### src/rtl/mips_pkg.sv
// Shared definitions for the reduced 8-register MIPS control path:
// opcode/funct constants, ALU and PC-source codes, and the multi-cycle FSM states.
package mips_pkg;

  // Primary opcodes (IR[31:26])
  localparam logic [5:0] OP_RTYPE = 6'b000000;
  localparam logic [5:0] OP_LW    = 6'b100011;
  localparam logic [5:0] OP_SW    = 6'b101011;
  localparam logic [5:0] OP_BEQ   = 6'b000100;
  localparam logic [5:0] OP_ADDI  = 6'b001000;
  localparam logic [5:0] OP_J     = 6'b000010;

  // R-type function codes (IR[5:0])
  localparam logic [5:0] FN_ADD = 6'b100000;
  localparam logic [5:0] FN_SUB = 6'b100010;
  localparam logic [5:0] FN_AND = 6'b100100;
  localparam logic [5:0] FN_OR  = 6'b100101;
  localparam logic [5:0] FN_SLT = 6'b101010;

  typedef enum logic [2:0] {
    ALU_ADD = 3'b000,
    ALU_SUB = 3'b001,
    ALU_AND = 3'b010,
    ALU_OR  = 3'b011,
    ALU_SLT = 3'b100
  } alu_op_t;

  typedef enum logic [1:0] {
    PC_SRC_PLUS4  = 2'b00,
    PC_SRC_BRANCH = 2'b01,
    PC_SRC_JUMP   = 2'b10
  } pc_src_t;

  typedef enum logic [2:0] {
    ST_FETCH,
    ST_DECODE,
    ST_EXECUTE,
    ST_MEM,
    ST_WRITEBACK
  } state_t;

endpackage

### src/rtl/mips_multicycle_control_if.sv
// Bundle of instruction-memory, data-memory, register-file, ALU and PC control
// signals between the multi-cycle controller and its datapath.
interface mips_multicycle_control_if;
  logic        instr_valid;
  logic [31:0] instruction;
  logic        mem_ready;
  logic        alu_zero;

  logic        instr_req;
  logic [2:0]  read_reg_1;
  logic [2:0]  read_reg_2;
  logic [2:0]  write_reg;
  logic        signal_reg_write;
  logic [2:0]  alu_op;
  logic        alu_src_imm;
  logic [31:0] imm_ext;
  logic        mem_read;
  logic        mem_write;
  logic        pc_write;
  logic [1:0]  pc_src;
  logic        illegal;

  // Controller side
  modport master (
    input  instr_valid, instruction, mem_ready, alu_zero,
    output instr_req, read_reg_1, read_reg_2, write_reg, signal_reg_write,
           alu_op, alu_src_imm, imm_ext, mem_read, mem_write, pc_write,
           pc_src, illegal
  );

  // Datapath / memory side
  modport slave (
    output instr_valid, instruction, mem_ready, alu_zero,
    input  instr_req, read_reg_1, read_reg_2, write_reg, signal_reg_write,
           alu_op, alu_src_imm, imm_ext, mem_read, mem_write, pc_write,
           pc_src, illegal
  );
endinterface

### src/rtl/mips_alu_decoder.sv
// Combinational opcode/funct decoder: selects the ALU operation and flags
// unsupported encodings. Shared with the pipelined control.
module mips_alu_decoder
  import mips_pkg::*;
(
  input  logic [5:0] i_opcode,
  input  logic [5:0] i_funct,
  output alu_op_t    o_alu_op,
  output logic       o_illegal
);

  // Map opcode/funct to an ALU operation; anything unrecognised is illegal
  always_comb begin
    o_alu_op  = ALU_ADD;
    o_illegal = 1'b0;
    case (i_opcode)
      OP_RTYPE: begin
        case (i_funct)
          FN_ADD:  o_alu_op = ALU_ADD;
          FN_SUB:  o_alu_op = ALU_SUB;
          FN_AND:  o_alu_op = ALU_AND;
          FN_OR:   o_alu_op = ALU_OR;
          FN_SLT:  o_alu_op = ALU_SLT;
          default: o_illegal = 1'b1;
        endcase
      end
      OP_LW, OP_SW, OP_ADDI, OP_J: o_alu_op = ALU_ADD;
      OP_BEQ:                      o_alu_op = ALU_SUB;
      default:                     o_illegal = 1'b1;
    endcase
  end

endmodule

### src/rtl/mips_multicycle_control.sv
// Five-state multi-cycle controller for the reduced 8-register MIPS core.
// Latches one instruction per pass and sequences register-file, ALU,
// data-memory and PC control from the FSM state and the instruction register.
module mips_multicycle_control
  import mips_pkg::*;
(
  input  logic                      clk,
  input  logic                      reset,
  mips_multicycle_control_if.master bus
);

  state_t      r_state;
  state_t      w_next_state;
  logic [31:0] r_ir;
  logic        r_illegal;

  logic [5:0]  w_opcode;
  logic [5:0]  w_funct;
  alu_op_t     w_dec_alu_op;
  logic        w_dec_illegal;
  logic [2:0]  w_write_reg;
  logic        w_is_lw;
  logic        w_is_sw;
  logic        w_uses_imm;

  assign w_opcode   = r_ir[31:26];
  assign w_funct    = r_ir[5:0];
  assign w_is_lw    = (w_opcode == OP_LW);
  assign w_is_sw    = (w_opcode == OP_SW);
  assign w_uses_imm = w_is_lw || w_is_sw || (w_opcode == OP_ADDI);

  // Only the low 3 bits of each register field address the 8-entry file;
  // the upper field bits and the jump target belong to the datapath.
  logic w_unused_ir_bits;
  assign w_unused_ir_bits = ^{r_ir[25:24], r_ir[20:19]};

  mips_alu_decoder u_alu_decoder (
    .i_opcode  (w_opcode),
    .i_funct   (w_funct),
    .o_alu_op  (w_dec_alu_op),
    .o_illegal (w_dec_illegal)
  );

  // Register addresses and immediate come straight from IR
  assign w_write_reg    = (w_opcode == OP_RTYPE) ? r_ir[13:11] : r_ir[18:16];
  assign bus.read_reg_1 = r_ir[23:21];
  assign bus.read_reg_2 = r_ir[18:16];
  assign bus.write_reg  = w_write_reg;
  assign bus.imm_ext    = {{16{r_ir[15]}}, r_ir[15:0]};
  assign bus.illegal    = r_illegal;

  // State register, instruction register and sticky illegal flag
  always_ff @(posedge clk) begin
    // NOTE: sequential state uses non-blocking assignments so every register
    // samples pre-edge values regardless of statement order.
    if (reset) begin
      r_state   <= ST_FETCH;
      r_ir      <= '0;
      r_illegal <= 1'b0;
    end else begin
      r_state <= w_next_state;
      if (r_state == ST_FETCH && bus.instr_valid) begin
        r_ir      <= bus.instruction;
        r_illegal <= 1'b0;
      end else if (r_state == ST_DECODE && w_dec_illegal) begin
        r_illegal <= 1'b1;
      end
    end
  end

  // Next-state and control-output decode from state, IR and handshakes
  always_comb begin
    // NOTE: every output gets a default before the case so no path leaves a
    // signal unassigned and infers a latch.
    w_next_state         = r_state;
    bus.instr_req        = 1'b0;
    bus.signal_reg_write = 1'b0;
    bus.alu_op           = ALU_ADD;
    bus.alu_src_imm      = 1'b0;
    bus.mem_read         = 1'b0;
    bus.mem_write        = 1'b0;
    bus.pc_write         = 1'b0;
    bus.pc_src           = PC_SRC_PLUS4;

    case (r_state)
      ST_FETCH: begin
        bus.instr_req = 1'b1;
        if (bus.instr_valid) w_next_state = ST_DECODE;
      end
      ST_DECODE: begin
        if (w_dec_illegal) begin
          bus.pc_write = 1'b1;
          w_next_state = ST_FETCH;
        end else if (w_opcode == OP_J) begin
          bus.pc_write = 1'b1;
          bus.pc_src   = PC_SRC_JUMP;
          w_next_state = ST_FETCH;
        end else begin
          w_next_state = ST_EXECUTE;
        end
      end
      ST_EXECUTE: begin
        bus.alu_op      = w_dec_alu_op;
        bus.alu_src_imm = w_uses_imm;
        if (w_opcode == OP_BEQ) begin
          bus.pc_write = 1'b1;
          bus.pc_src   = bus.alu_zero ? PC_SRC_BRANCH : PC_SRC_PLUS4;
          w_next_state = ST_FETCH;
        end else if (w_is_lw || w_is_sw) begin
          w_next_state = ST_MEM;
        end else begin
          w_next_state = ST_WRITEBACK;
        end
      end
      ST_MEM: begin
        bus.mem_read  = w_is_lw;
        bus.mem_write = !w_is_lw;
        if (bus.mem_ready) begin
          if (w_is_lw) begin
            w_next_state = ST_WRITEBACK;
          end else begin
            bus.pc_write = 1'b1;
            w_next_state = ST_FETCH;
          end
        end
      end
      ST_WRITEBACK: begin
        bus.signal_reg_write = (w_write_reg != 3'b000);
        bus.pc_write         = 1'b1;
        w_next_state         = ST_FETCH;
      end
      default: w_next_state = ST_FETCH;
    endcase

    // A reset cycle must not commit anything, even from WRITEBACK or MEM
    if (reset) begin
      bus.signal_reg_write = 1'b0;
      bus.mem_read         = 1'b0;
      bus.mem_write        = 1'b0;
      bus.pc_write         = 1'b0;
    end
  end

endmodule

### src/flat_wrapper.sv
// flat-port wrapper written by rule: the top's interface ports become plain ports
module mips_multicycle_control_flat import mips_pkg::*;
  (clk, reset, bus_instr_valid, bus_instruction, bus_mem_ready, bus_alu_zero, bus_instr_req, bus_read_reg_1, bus_read_reg_2, bus_write_reg, bus_signal_reg_write, bus_alu_op, bus_alu_src_imm, bus_imm_ext, bus_mem_read, bus_mem_write, bus_pc_write, bus_pc_src, bus_illegal);
  mips_multicycle_control_if bus_i ();
  input  logic clk;
  input  logic reset;
  input wire logic [$bits(bus_i.instr_valid)-1:0] bus_instr_valid;
  input wire logic [$bits(bus_i.instruction)-1:0] bus_instruction;
  input wire logic [$bits(bus_i.mem_ready)-1:0] bus_mem_ready;
  input wire logic [$bits(bus_i.alu_zero)-1:0] bus_alu_zero;
  output wire logic [$bits(bus_i.instr_req)-1:0] bus_instr_req;
  output wire logic [$bits(bus_i.read_reg_1)-1:0] bus_read_reg_1;
  output wire logic [$bits(bus_i.read_reg_2)-1:0] bus_read_reg_2;
  output wire logic [$bits(bus_i.write_reg)-1:0] bus_write_reg;
  output wire logic [$bits(bus_i.signal_reg_write)-1:0] bus_signal_reg_write;
  output wire logic [$bits(bus_i.alu_op)-1:0] bus_alu_op;
  output wire logic [$bits(bus_i.alu_src_imm)-1:0] bus_alu_src_imm;
  output wire logic [$bits(bus_i.imm_ext)-1:0] bus_imm_ext;
  output wire logic [$bits(bus_i.mem_read)-1:0] bus_mem_read;
  output wire logic [$bits(bus_i.mem_write)-1:0] bus_mem_write;
  output wire logic [$bits(bus_i.pc_write)-1:0] bus_pc_write;
  output wire logic [$bits(bus_i.pc_src)-1:0] bus_pc_src;
  output wire logic [$bits(bus_i.illegal)-1:0] bus_illegal;
  assign bus_i.instr_valid = bus_instr_valid;
  assign bus_i.instruction = bus_instruction;
  assign bus_i.mem_ready = bus_mem_ready;
  assign bus_i.alu_zero = bus_alu_zero;
  assign bus_instr_req = bus_i.instr_req;
  assign bus_read_reg_1 = bus_i.read_reg_1;
  assign bus_read_reg_2 = bus_i.read_reg_2;
  assign bus_write_reg = bus_i.write_reg;
  assign bus_signal_reg_write = bus_i.signal_reg_write;
  assign bus_alu_op = bus_i.alu_op;
  assign bus_alu_src_imm = bus_i.alu_src_imm;
  assign bus_imm_ext = bus_i.imm_ext;
  assign bus_mem_read = bus_i.mem_read;
  assign bus_mem_write = bus_i.mem_write;
  assign bus_pc_write = bus_i.pc_write;
  assign bus_pc_src = bus_i.pc_src;
  assign bus_illegal = bus_i.illegal;
  mips_multicycle_control u_core (.clk(clk), .reset(reset), .bus(bus_i));
endmodule
### config.mk
export PLATFORM = sky130hd
export DESIGN_NAME = mips_multicycle_control_flat
export DESIGN_NICKNAME = d
export VERILOG_FILES = /design/src/rtl/mips_pkg.sv /design/src/rtl/mips_multicycle_control_if.sv /design/src/rtl/mips_alu_decoder.sv /design/src/rtl/mips_multicycle_control.sv /design/src/flat_wrapper.sv
export SDC_FILE = /design/constraint.sdc
export NUM_CORES = 1
export LEC_CHECK = 0
export ABC_AREA = 1
export BUFFER_PORTS_ARGS = -buffer_cell sky130_fd_sc_hd__buf_2
export CORE_MARGIN = 8
export CORE_UTILIZATION = 45
export CTS_CLUSTER_SIZE = 10
export DETAILED_ROUTE_END_ITERATION = 6
export PLACE_DENSITY = 0.88
export SETUP_SLACK_MARGIN = 0.3
export SYNTH_ARGS = -nofsm -noshare
export SYNTH_HDL_FRONTEND = slang
export SYNTH_SLANG_ARGS = --single-unit
export TNS_END_PERCENT = 20
### constraint.sdc
create_clock -name clk -period 2.21 [get_ports clk]
set_clock_uncertainty 0.15 [all_clocks]
set_input_delay 0.1105 -clock clk [delete_from_list [all_inputs] [get_ports clk]]
set_output_delay 0.1105 -clock clk [all_outputs]
set_load 0.01 [all_outputs]
# Word level (Yosys, flattened, before mapping)
# Index checks and enable logic that the tools add are counted.
# Widths: inputs -> output; s select.
# classes
eq_ne,16
muxes,34
n_reduce_logical,12
# op_table
op,count
$eq 6x6->1 const B,7
$mux 3,8
$pmux 3 s4,2
$mux 1,16
$reduce_or 5->1,2
$mux 2,4
$eq 3x2->1 const B,2
$eq 6x2->1 const B,1
$eq 6x3->1 const B,1
$eq 6x4->1 const B,1
$logic_not 6->1,1
$pmux 3 s2,1
$ne 2x2->1 const B,2
$pmux 1 s4,1
$pmux 2 s2,1
$eq 3x1->1 const B,1
$eq 3x3->1 const B,1
$logic_not 3->1,1
$reduce_bool 3->1,1
$logic_and 1x1->1,2
$logic_or 1x1->1,2
$pmux 1 s2,1
$reduce_and 2->1,1
$reduce_or 2->1,1
$logic_not 1->1,1
# totals
reg_bits,36
out_inout_bits,53
word_cells,65
in_bits,37

# Depth between registers and ports, before layout
# depth
depth_word,7
mapped_depth,11
ltp_nobuf,11

# Modules after synthesis
# A second synthesis with hierarchy kept.
# unflattened
cells_unflattened,292
hier_area_um2,1944.4
# by_module_without_submodules
mod,instances,cells_each,area_per_inst_um2,seq_area_each_um2
mips_multicycle_control,1,254,1745.4,640.6
mips_alu_decoder,1,38,198.9,0.0

# Worst setup path before layout
# No wires, ideal clock.
# synth_path
path_type,register to output
start,reg u_core.r_state[2]
end,out bus_alu_op[2]
t_required_ns,1.949
path_buffers,0
t_arrival_ns,1.158
stages_incl_launch_ff,4
slack_ns,0.791
path_cell_list,dfxtp_1 nor3_2 inv_1 nor4_1
# synth_via
elab_chain_len,2
# synth_lines
element,line,rtl
from (decl),mips_multicycle_control.sv:12,state_t r_state;
from (signal assigned),mips_multicycle_control.sv:61,r_state <= w_next_state;
$eq 3x2->1,mips_multicycle_control.sv:85,case (r_state)
$mux 3,mips_multicycle_control.sv:85,
to (decl),flat_wrapper.sv:16,output wire logic [$bits(bus_i.alu_op)-1:0] bus_alu_op;
# No other way between the ends.

# Final worst setup path
# layout_path
start,reg u_core.r_ir[30]
end,out bus_signal_reg_write
# layout_via
elab_chain_len,5
# layout_lines
element,line,rtl
from (decl),mips_multicycle_control.sv:14,logic [31:0] r_ir;
from (signal assigned),mips_multicycle_control.sv:63,r_ir <= bus.instruction;
$logic_not 6->1,mips_multicycle_control.sv:45,assign w_write_reg = (w_opcode == OP_RTYPE) ? r_ir[13:11] : r_ir[18:16];
$mux 3,mips_multicycle_control.sv:45,
$reduce_bool 3->1,mips_multicycle_control.sv:128,bus.signal_reg_write = (w_write_reg != 3'b000);
$mux 1,mips_multicycle_control.sv:85,
$mux 1,mips_multicycle_control.sv:136,if (reset) begin
to (decl),flat_wrapper.sv:15,output wire logic [$bits(bus_i.signal_reg_write)-1:0] bus_signal_reg_write;
# No other way between the ends.

==> impl_metrics.json <==
{
  "mostFrequentLayoutCells": "buf_2 (85), nand2_1 (38), inv_1 (35)",
  "path_class": "flip-flop to output port",
  "drv_slew": 0,
  "synth_top_family_by_area": "simple AND/OR/NAND/NOR gates",
  "worstSetupStartpointType": "flip-flop",
  "drt-initial-drc-count": 163,
  "initial_core_util_pct": 46.51,
  "syn-num-nets": 309,
  "area_growth_pct": 36.05,
  "drive_above_1_share_pct": 36.00,
  "track_usage_pct": 17.03,
  "grt_pass1_vias": 1962,
  "regArea_um2": 650.6,
  "stdcell_area_mm2": 0.002531,
  "dpl_cell_area_mm2": 0.002023,
  "numClockSinks": 32,
  "crit_path_top_delay_cell": "dfxtp_2",
  "yosysTopAreaCellShare_pct": 34.43,
  "ant_nets": 0,
  "yosysUniqueCellTypes": 24,
  "grt_first_pass_wirelength_um": 8845,
  "hp-class": "input pin to flip-flop",
  "clock_latency_ns": 0.28,
  "tightest_slew_ns": 0.4730,
  "cp_common_cell": "nand3_1",
  "num_vias": 2009,
  "rsz0062_at_grt": "yes",
  "drc": 0,
  "cp.arrival_ns": 1.61,
  "maxSlewHeadroom_pct": 68.43,
  "synthCells": 272,
  "cp_max_fo": 8,
  "worst_r2r_path_depth": 9,
  "hold_viol_final": 0,
  "final_common_cell": "buf_2",
  "place_congestion": 0.8438,
  "vias_per_cell": 5.023,
  "r2r-end": "u_core.r_state[2]",
  "synth_top_area_cell": "dfxtp_1",
  "ys.warnings.count": 0,
  "required_ns": 1.95,
  "post-route-period-util_pct": 84.77,
  "async_flop_share_pct": 0,
  "yosysSeqAreaShare_pct": 34.43,
  "cts.clk_slew.worst_paths_ns": 0.08,
  "die_w_um": 80.30,
  "slowest_delay_ns": 0.35,
  "crit_family": "simple AND/OR/NAND/NOR gates",
  "fp-row-count": 23,
  "multi_input_area_um2": 824.5,
  "post_synth.cell_area_avg_um2": 6.840,
  "cts_tree": "built",
  "cap_violations": 0,
  "synth_edf_count": 0,
  "clk_path_buf_depth": 2,
  "antenna_found_initial": 0,
  "core_mm2": 0.004000,
  "diodes": 0,
  "cellPowerDensity_mw_per_mm2": 707.2,
  "cts-buffers-inserted": 5,
  "endpoint": "bus_signal_reg_write",
  "synth-xor-area-share_pct": 0,
  "synthSimpleGateAreaFrac_pct": 26.43,
  "fp.dieH_um": 80.30,
  "setup_tns_ns": 0,
  "synth_area_leaders": "dfxtp_1 (34%), buf_4 (17%), nand3_1 (8.6%)",
  "worstPathCellList": "nor2_4 > nand3_4 > nand2_1 > o21a_1 > nand3_1 > nand3_1 > inv_1 > buf_2",
  "dieArea_mm2": 0.006448,
  "leakagePower_uw": 0.001296,
  "wl_per_cell_um": 14.44,
  "synth_mux_area_share_pct": 0,
  "io_pins": 90,
  "status": "completed",
  "syn_area_mm2": 0.001861,
  "synth_seq_cells": 32,
  "nNetsFinal": 386,
  "nFillCells": 348,
  "crit_cells": 8,
  "r2r_slack_ns": 0.56,
  "root_buffer": "clkbuf_8",
  "grt_max_degree": 42,
  "drtPass1Iterations": 4,
  "irDropWorstVdd_mv": 0.3452,
  "drt-total-wl_um": 5775,
  "dp_hpwl_um": 3616,
  "post-route-min-period_ns": 1.873,
  "fmax_mhz": 533.8,
  "report.final.setup_viol": 0,
  "synth-compound-area-share_pct": 13.38,
  "r2r-start": "u_core.r_state[0]",
  "grt.overflow.total": 0,
  "port_buffers": 85,
  "critPathCaptureType": "output port",
  "yosys_most_used_dff": "dfxtp_1",
  "crit_path_start": "u_core.r_ir[30]",
  "path_buf_inv": 2,
  "yosys.area_share.adder_pct": 0,
  "power_uw": 1790,
  "htree_levels": 2
}
## what timing repair did
| action | in CTS | in global routing |
|---|---|---|
| gates resized for setup | 4 | 26 |
| hold buffers | 28 | 0 |
| endpoints found under the setup margin | 2 | 6 |
| pin swaps | 1 | 6 |
| setup buffers | 1 | 2 |
| hold endpoints to repair | 28 | 0 |
## power breakdown
| part | total (uW) | switching, uW | leakage [uW] | internal, uW |
|---|---|---|---|---|
| Combinational | 541 | 321 | 0.000976 | 221 |
| Clock | 559 | 225 | 0.0000541 | 333 |
| Sequential | 690 | 53.2 | 0.000266 | 637 |
## state kept, by name, summed over array words and instances, names as in the netlist
signal and flops:
u_core.r_state 3, u_core.bus.illegal 1, u_core.r_ir 28
## synthesized netlist by cell type, types with 2 or more instances
| cell type | instances |
|---|---|
| nor2_2 | 2 |
| o21a_1 | 3 |
| nor2_1 | 21 |
| inv_1 | 36 |
| nand3_1 | 32 |
| buf_4 | 42 |
| dfxtp_1 | 32 |
| a21oi_1 | 30 |
| buf_2 | 2 |
| o21ai_0 | 11 |
| clkbuf_1 | 3 |
| o21ai_1 | 3 |
| nor3_1 | 3 |
| nor4_1 | 2 |
| nand2_1 | 41 |
## stage by stage
stage / setup slack [ns] / hold WS, ns / utilization [%] / cells
global route: 0.2259 / 0.08428 / 63.28 / 400
detailed placement: 0.4605 / 0.2384 / 50.58 / 361
CTS: 0.3260 / 0.03549 / 60.93 / 398
finish: 0.3366 / 0.06986 / 63.28 / 400
global placement: 0.5293 / 0.2327 / 50.58 / 361
floorplan: 0.7914 / 0.1249 / - / 272
## per-layer routing
layer | share of wire (%) | routed length [um] | vias up | track usage [%]
met4 | 2.8 | 164 | 0 | 6.364
met3 | 8.3 | 478 | 16 | 5.246
met2 | 52 | 2992 | 102 | 30.32
met1 | 37 | 2140 | 908 | 18.37
li1 | - | - | 983 | -
met5 | 0 | 0 | - | 0
## worst reg2reg max path: stages (launching register included)
cell and delay [ns]:
dfxtp_1 0.35, nor2_2 0.15, inv_2 0.08, nor2_8 0.09
buf_4 0.23, inv_1 0.09, o21ai_0 0.21, a21oi_1 0.09
nand2_1 0.07, inv_1 0.04
## area by class of cell
cell class | count | area share, %
multi-input combinational | 155 | 32.58
timing repair buffer | 118 | 29.36
clock buffer | 5 | 2.719
inverter | 37 | 5.487
clock inverter | 3 | 1.681
sequential | 32 | 25.70
tap | 50 | 2.472
## how the worst min path moves through the flow
stage	from	endpoint	slack (ns)	depth (start not counted)
finish	bus_mem_ready	u_core.r_state[0]	0.07	4
global route	bus_mem_ready	u_core.r_state[0]	0.08	4
CTS	bus_mem_ready	u_core.r_state[0]	0.04	4
detailed placement	bus_instruction[17]	u_core.r_ir[17]	0.24	3
global placement	bus_instruction[22]	u_core.r_ir[22]	0.23	3
floorplan	bus_instruction[0]	u_core.r_ir[0]	0.12	2
## cell families (layout without fill, tap and decap cells)
family | count (synthesis) | in the layout
AND/OR/NAND/NOR | 107 | 107
flip-flops | 32 | 32
AO/OA/AOI/OAI | 48 | 48
buffers and inverters | 85 | 163
(Power assumes the default switching activity.)
